==> src/rtl/nv_nvdla_pdp_pipe_pkg.sv <==
// Shared constants and helpers for the PDP valid/ready pipeline.
// Imported by the pipe interface, stage and top.
package nv_nvdla_pdp_pipe_pkg;

  localparam int STAGES_MAX = 4;
  localparam int WIDTH_MAX  = 1024;

  // Ceiling log2; callers always pass at least 2, so the result is never zero.
  function automatic int clog2(input int value);
    int res;
    res = 0;
    while ((1 << res) < value) begin
      res++;
    end
    return res;
  endfunction

endpackage

==> src/rtl/nv_nvdla_pdp_pipe_skid_if.sv <==
// Valid/ready/payload bundle for the PDP pipe.
// The producer side uses master and the consumer side uses slave.
interface nv_nvdla_pdp_pipe_skid_if #(
  parameter int WIDTH = 185
);

  logic             vld;
  logic             rdy;
  logic [WIDTH-1:0] pd;

  modport master (output vld, output pd, input rdy);
  modport slave  (input vld, input pd, output rdy);

endinterface

==> src/rtl/nv_nvdla_pdp_pipe_stage.sv <==
// One bubble-collapsing valid/ready register stage.
// An empty stage accepts data even while the stage downstream is stalled.
module nv_nvdla_pdp_pipe_stage
  import nv_nvdla_pdp_pipe_pkg::*;
#(
  parameter int WIDTH = 185
) (
  input  logic             nvdla_core_clk,
  input  logic             nvdla_core_rstn,
  input  logic             vld_in,
  output logic             rdy_out,
  input  logic [WIDTH-1:0] pd_in,
  output logic             vld,
  input  logic             rdy_in,
  output logic [WIDTH-1:0] pd
);

  assign rdy_out = rdy_in | ~vld;

  always_ff @(posedge nvdla_core_clk or negedge nvdla_core_rstn) begin
    if (!nvdla_core_rstn) begin
      vld <= 1'b0;
    end else if (rdy_out) begin
      vld <= vld_in;
    end
  end

  // Payload flops carry no reset; they only matter while vld is set.
  always_ff @(posedge nvdla_core_clk) begin
    if (rdy_out & vld_in) begin
      pd <= pd_in;
    end
  end

endmodule

==> src/rtl/nv_nvdla_pdp_pipe_skid.sv <==
// Parametrised PDP pipe: STAGES bubble-collapsing stages, plus an optional
// one-entry input skid that makes in_rdy come straight from a flop.
module nv_nvdla_pdp_pipe_skid
  import nv_nvdla_pdp_pipe_pkg::*;
#(
  parameter  int WIDTH  = 185,
  parameter  int STAGES = 2,
  parameter  int SKID   = 0,
  localparam int OCC_W  = clog2(STAGES + SKID + 1)
) (
  input  logic                     nvdla_core_clk,
  input  logic                     nvdla_core_rstn,
  nv_nvdla_pdp_pipe_skid_if.slave  in_if,
  nv_nvdla_pdp_pipe_skid_if.master out_if,
  output logic [OCC_W-1:0]         occ
);

  logic             stg_vld_in  [STAGES];
  logic             stg_rdy_out [STAGES];
  logic [WIDTH-1:0] stg_pd_in   [STAGES];
  logic             stg_vld     [STAGES];
  logic             stg_rdy_in  [STAGES];
  logic [WIDTH-1:0] stg_pd      [STAGES];
  logic             skid_full;

  if (STAGES < 1 || STAGES > STAGES_MAX) begin : g_bad_stages
    $error("nv_nvdla_pdp_pipe_skid: STAGES out of range");
  end
  if (WIDTH < 1 || WIDTH > WIDTH_MAX) begin : g_bad_width
    $error("nv_nvdla_pdp_pipe_skid: WIDTH out of range");
  end
  if (SKID != 0 && SKID != 1) begin : g_bad_skid
    $error("nv_nvdla_pdp_pipe_skid: SKID must be 0 or 1");
  end

  for (genvar k = 0; k < STAGES; k++) begin : g_stage
    if (k > 0) begin : g_link
      assign stg_vld_in[k] = stg_vld[k-1];
      assign stg_pd_in[k]  = stg_pd[k-1];
    end
    if (k < STAGES - 1) begin : g_mid
      assign stg_rdy_in[k] = stg_rdy_out[k+1];
    end else begin : g_last
      assign stg_rdy_in[k] = out_if.rdy;
    end

    nv_nvdla_pdp_pipe_stage #(
      .WIDTH (WIDTH)
    ) u_stage (
      .nvdla_core_clk  (nvdla_core_clk),
      .nvdla_core_rstn (nvdla_core_rstn),
      .vld_in          (stg_vld_in[k]),
      .rdy_out         (stg_rdy_out[k]),
      .pd_in           (stg_pd_in[k]),
      .vld             (stg_vld[k]),
      .rdy_in          (stg_rdy_in[k]),
      .pd              (stg_pd[k])
    );
  end

  assign out_if.vld = stg_vld[STAGES-1];
  assign out_if.pd  = stg_pd[STAGES-1];

  if (SKID != 0) begin : g_skid
    logic             in_rdy_q;
    logic [WIDTH-1:0] skid_pd;
    logic             skid_push;
    logic             skid_pop;
    logic             skid_full_next;

    // A held skid entry always goes to stage 1 ahead of anything new,
    // so an accepted beat lands in the skid whenever stage 1 is busy with it.
    assign skid_push      = in_if.vld & in_rdy_q & (skid_full | ~stg_rdy_out[0]);
    assign skid_pop       = skid_full & stg_rdy_out[0];
    assign skid_full_next = skid_push | (skid_full & ~skid_pop);

    always_ff @(posedge nvdla_core_clk or negedge nvdla_core_rstn) begin
      if (!nvdla_core_rstn) begin
        skid_full <= 1'b0;
        in_rdy_q  <= 1'b1;
      end else begin
        skid_full <= skid_full_next;
        in_rdy_q  <= ~skid_full_next;
      end
    end

    always_ff @(posedge nvdla_core_clk) begin
      if (skid_push) begin
        skid_pd <= in_if.pd;
      end
    end

    assign in_if.rdy     = in_rdy_q;
    assign stg_vld_in[0] = skid_full | in_if.vld;
    assign stg_pd_in[0]  = skid_full ? skid_pd : in_if.pd;
  end else begin : g_no_skid
    assign skid_full     = 1'b0;
    assign in_if.rdy     = stg_rdy_out[0];
    assign stg_vld_in[0] = in_if.vld;
    assign stg_pd_in[0]  = in_if.pd;
  end

  // Occupancy is a sum of flop outputs, so it clears with the async reset.
  always_comb begin
    occ = OCC_W'(skid_full);
    for (int k = 0; k < STAGES; k++) begin
      occ = occ + OCC_W'(stg_vld[k]);
    end
  end

endmodule

==> src/flat_wrapper.sv <==
// flat-port wrapper written by rule: the top's interface ports become plain ports
module nv_nvdla_pdp_pipe_skid_flat import nv_nvdla_pdp_pipe_pkg::*;
#(
  parameter  int WIDTH  = 185,
  parameter  int STAGES = 2,
  parameter  int SKID   = 0,
  localparam int OCC_W  = clog2(STAGES + SKID + 1)
)
  (nvdla_core_clk, nvdla_core_rstn, occ, in_if_vld, in_if_pd, in_if_rdy, out_if_vld, out_if_pd, out_if_rdy);
  nv_nvdla_pdp_pipe_skid_if #(.WIDTH(WIDTH)) in_if_i ();
  nv_nvdla_pdp_pipe_skid_if #(.WIDTH(WIDTH)) out_if_i ();
  input  logic nvdla_core_clk;
  input  logic nvdla_core_rstn;
  output logic [OCC_W-1:0] occ;
  input wire logic [$bits(in_if_i.vld)-1:0] in_if_vld;
  input wire logic [$bits(in_if_i.pd)-1:0] in_if_pd;
  output wire logic [$bits(in_if_i.rdy)-1:0] in_if_rdy;
  output wire logic [$bits(out_if_i.vld)-1:0] out_if_vld;
  output wire logic [$bits(out_if_i.pd)-1:0] out_if_pd;
  input wire logic [$bits(out_if_i.rdy)-1:0] out_if_rdy;
  assign in_if_i.vld = in_if_vld;
  assign in_if_i.pd = in_if_pd;
  assign in_if_rdy = in_if_i.rdy;
  assign out_if_vld = out_if_i.vld;
  assign out_if_pd = out_if_i.pd;
  assign out_if_i.rdy = out_if_rdy;
  nv_nvdla_pdp_pipe_skid #(.WIDTH(WIDTH), .STAGES(STAGES), .SKID(SKID)) u_core (.nvdla_core_clk(nvdla_core_clk), .nvdla_core_rstn(nvdla_core_rstn), .in_if(in_if_i), .out_if(out_if_i), .occ(occ));
endmodule
==> config.mk <==
export PLATFORM = sky130hd
export DESIGN_NAME = nv_nvdla_pdp_pipe_skid_flat
export DESIGN_NICKNAME = d
export VERILOG_FILES = /design/src/rtl/nv_nvdla_pdp_pipe_pkg.sv /design/src/rtl/nv_nvdla_pdp_pipe_skid_if.sv /design/src/rtl/nv_nvdla_pdp_pipe_stage.sv /design/src/rtl/nv_nvdla_pdp_pipe_skid.sv /design/src/flat_wrapper.sv
export SDC_FILE = /design/constraint.sdc
export NUM_CORES = 1
export LEC_CHECK = 0
export ABC_AREA = 1
export CAP_MARGIN = 40
export CORE_MARGIN = 1
export CORE_UTILIZATION = 45
export DETAILED_ROUTE_END_ITERATION = 12
export PLACE_DENSITY_LB_ADDON = 0.25
export SETUP_SLACK_MARGIN = 0.5
export SYNTH_ARGS = -nofsm -noshare
export SYNTH_HDL_FRONTEND = slang
export SYNTH_SLANG_ARGS = --single-unit
==> constraint.sdc <==
create_clock -name nvdla_core_clk -period 12.6 [get_ports nvdla_core_clk]
set_input_delay 2.52 -clock nvdla_core_clk [delete_from_list [all_inputs] [get_ports nvdla_core_clk]]
set_output_delay 2.52 -clock nvdla_core_clk [all_outputs]
set_load 0.01 [all_outputs]
==> Word level (Yosys, flattened, before mapping) <==
Index checks and enable logic that the tools add are counted.
{ "word_totals": {"ff_bits": 372, "inputBits": 189, "out_inout_bits": 189} }
{ "op_classes": {"add_sub_neg": 1, "bitwise_logic": 6} }
{ "op_table": {"columns": ["operator", "count"], "rows": [
  ["1-bit by 1-bit adder with 2-bit output", 1],
  ["1-bit bitwise AND", 2],
  ["1-bit inverter", 2],
  ["1-bit bitwise OR", 2]
]} }

==> Logic depth before layout (Yosys ltp) <==
{ "logic_depth": {"ltp_word": 4, "depth_mapped": 4} }

==> Modules after synthesis <==
A second synthesis with hierarchy kept.
{ "hier_totals": {"cells_unflattened": 383, "hier_area_um2": 11213.3} }
{ "modules_own_cells": {"columns": ["mod", "n_inst", "cells_each", "area_per_inst_um2"], "rows": [
  ["nv_nvdla_pdp_pipe_stage", 2, 191, 5600.4],
  ["nv_nvdla_pdp_pipe_skid", 1, 1, 12.5]
]} }

==> Worst setup path after synthesis <==
No wires, ideal clock.
{ "synth_timing": {"kind": "input -> register", "start": "input out_if_rdy", "end": "register u_core.g_stage[1].u_stage.pd[0] (enable)", "setup_ns": 0.792, "arrival_ns": 11.468, "required_time_ns": 11.808, "slack_ns": 0.340, "cell_stages": 2, "path_cell_list": "inv_1 -> a21oi_1"} }
{ "synth_via": {"elab_chain_len": 2} }
{ "synth_lines": {"columns": ["element", "line", "rtl"], "rows": [
  ["start: declaration", "flat_wrapper.sv:20", "input wire logic [$bits(out_if_i.rdy)-1:0] out_if_rdy;"],
  ["1-bit bitwise OR", "nv_nvdla_pdp_pipe_stage.sv:18", "assign rdy_out = rdy_in | ~vld;"],
  ["1-bit bitwise AND", "nv_nvdla_pdp_pipe_stage.sv:30", "if (rdy_out & vld_in) begin"],
  ["end signal: assignment", "nv_nvdla_pdp_pipe_stage.sv:31", "pd <= pd_in;"],
  ["end: declaration", "nv_nvdla_pdp_pipe_stage.sv:15", "output logic [WIDTH-1:0] pd"]
]} }
Every way passes these cells.
A chain may end at the register's enable or synchronous reset.

==> Final worst setup path <==
{ "layout_timing": {"start": "input out_if_rdy", "end": "output in_if_rdy"} }
{ "layout_via": {"elab_chain_len": 2} }
{ "layout_lines": {"columns": ["element", "line", "rtl"], "rows": [
  ["1-bit bitwise OR (2 in series)", "nv_nvdla_pdp_pipe_stage.sv:18", null],
  ["end: declaration", "flat_wrapper.sv:17", "output wire logic [$bits(in_if_i.rdy)-1:0] in_if_rdy;"]
]} }
Every way passes these cells.

==> impl_metrics.yaml <==
run_status:
  status: "finished clean"
floorplanning:
  die_h_um: 160
  start_util: 0.460
  io_pins: 378
  die_x_um: 160
  rows: 57
  dieArea_um2: 25600
  coreArea_um2: 24400
critical_path:
  worst_path_most_repeated_cell: "clkdlybuf4s50_1"
  cp_slowest_cell: "clkdlybuf4s50_1"
  critPathLaunchType: "primary input"
  cp.arrival_ns: 3.73
  crit_path_start: "out_if_rdy"
  cpLargestDelayFamily: "buffers and inverters"
  cp_max_fo: 3
  regToRegStartpoint: "u_core.g_stage[1].u_stage.vld"
  worstPathCellList: "clkdlybuf4s50_1, inv_1, nand3_2, clkdlybuf4s50_1"
  required_ns: 10.08
  worstRegToRegCells: 5
  end_kind: "output port"
  critPathKind: "in2out"
  cp_num_buf_inv: 3
  worst_path_largest_cell_delay_ns: 0.56
  path_depth: 4
min_path:
  hold_depth: 0
  hp-start: "u_core.g_stage[0].u_stage.pd[20]"
  hp-class: "reg2reg"
cts:
  cts_resized: 0
  cts_root_buf: "clkbuf_16"
  cts.sinks: 372
  cts_buffer_depth: 3
  cts_hold_buf: 0
  htreeDepth: 2
  worstSkewPairLatency_ns: 0.51
  numCtsBuffers: 38
  clk_pin_slew_ns: 0.06
  post_cts_buffers: 0
  cts_tree: "built"
sta:
  min_period_over_period: 0.496
  worstMarginPinSlew_ns: 1.06
  fmax_mhz: 160
  relSlewSlack: 0.296
  period_needed_ns: 6.25
  whs_ns: 0.414
  finalSetupTns_ns: 0
  setup_viol: 0
  clock_skew_ns: 0.0185
  hold_violations: 0
  rsz0062_at_grt: "false"
  drv_slew: 0
detailed_routing:
  initialDrtViolationCount: 283
  vias_per_cell: 4.51
  ant_nets: 0
  first_pass_iters: 4
  postRouteWirelength_um: 21700
  drc_errors: 0
  vias: 5212
  wire_per_inst_um: 18.8
layout:
  area_growth_pct: 48.2
  fin_area_um2: 16600
  nets: 993
  nFillCells: 1575
  drive_above_1_share: 0.0698
global_route:
  grt_first_pass_wirelength_um: 32000
  grt_overflow: 0
  grt_max_degree: 186
  first_global_vias: 5629
  antenna_found_initial: 1
  track_usage: 0.170
yosys:
  ys_types: 7
  synth_common_cells: "370 x edfxtp_1, 4 x inv_1, 4 x nand2_1"
  synth_top_area_share: 0.990
  synth-edff-count: 370
  synthesis.area_um2: 11200
  avgSynthCellArea_um2: 29.3
  ys_seq_area_frac: 0.995
  synth_mux_area_frac: 0
  synth_ff_type: "edfxtp_1"
  synth_most_common_cell: "edfxtp_1"
  synthArstFlopShare: 0.00538
  yosysTopAreaCell: "edfxtp_1"
  syn_inst: 383
  synth_top_family_by_area: "simple AND/OR/NAND/NOR gates"
  synth_adder_area_share: 0.00112
  synthTopCellsByArea: "edfxtp_1 99%, dfrtp_1 0.45%, inv_1 0.13%"
  synthSimpleGateAreaFrac: 0.00223
  synth_nets: 573
  synth_compound_area_frac: 0.000446
  ys_ff_latch: 372
  synthXorXnorAreaFrac: 0
  yosys_warnings: 0
power_and_ir_drop:
  power_density_nw_per_um2: 165
  peakVddDrop_v: 0.000126
  p_leak_uw: 0.00569
  total_power_uw: 2740
placement:
  io_buffers: 377
  place_congestion: 0.755
  place_area_um2: 15500
  dp_hpwl_um: 14700
run:
  drv_cap: 0
-- registers in the layout (all words and copies together), names as in the netlist --
name / flops
u_core.g_stage.u_stage.vld: 2
u_core.g_stage.u_stage.pd: 370
-- layout by cell type (no fill, tap or decap), drive strengths merged --
| cell type | count |
|---|---|
| nand3 | 1 |
| a21oi | 1 |
| bufinv | 2 |
| nand2 | 4 |
| diode | 1 |
| inv | 5 |
| clkdlybuf4s50 | 377 |
| edfxtp | 370 |
| ha | 1 |
| buf | 3 |
| dfrtp | 2 |
| clkbuf | 47 |
| clkinv | 18 |
-- per-stage QoR --
| step | util | std cells | worst slack [ns] |
|---|---|---|---|
| finish | 0.682 | 1156 | 6.35 |
| global route | 0.681 | 1155 | 6.30 |
| CTS | 0.681 | 1155 | 6.33 |
| detailed placement | 0.634 | 1087 | 6.35 |
| global placement | 0.633 | 1086 | 6.37 |
| floorplan | - | 383 | 4.19 |
-- report_power, final --
group          leakage [µW]  internal [µW]  switching, µW  total (µW)
logic               0.00155            124           93.2         217
registers           0.00357           1470           21.9        1490
clock network      0.000575            608            426        1030
-- worst paths after layout --
path,endpoint,slack [ns]
worst min register to register,u_core.g_stage[1].u_stage.pd[20],0.41
worst min-delay path,u_core.g_stage[1].u_stage.pd[20],0.41
max in group asynchronous,u_core.g_stage[1].u_stage.vld,10.29
min in group asynchronous,u_core.g_stage[0].u_stage.vld,2.18
worst max-delay path,in_if_rdy,6.35
worst max register to register,u_core.g_stage[0].u_stage.pd[94],10.10
-- worst reg2reg max path: stages (launching register included) --
cell     delay, ns
dfrtp_1       0.46
nand3_2       0.13
nand2_1       0.13
inv_8         0.52
buf_4         0.61
buf_12        0.31
-- per-layer routing --
metal	vias to the layer above	share of wire	GRT usage
met5	-	0	0
met4	0	0.041	0.0805
met3	55	0.098	0.0652
met2	262	0.52	0.303
met1	2489	0.34	0.175
li1	2406	-	-
-- logic make-up after synthesis --
| logic type | after synthesis |
|---|---|
| AO/OA/AOI/OAI | 1 |
| adder cells (fa/ha/maj) | 1 |
| buffers and inverters | 4 |
| flip-flops | 372 |
| AND/OR/NAND/NOR | 5 |
-- layout make-up --
type                    instances  area (µm²)  share of cell area
clock buffers                  47        1010              0.0605
inverters                       4        22.5             0.00135
repair buffers                380        3820               0.230
flip-flops and latches        372       11200               0.671
well taps                     324         405              0.0244
diodes                          1        2.50            0.000151
multi-input cells               7        53.8             0.00324
clock inverters                21         153             0.00918
Note: power is estimated with default switching activity, not from simulation.
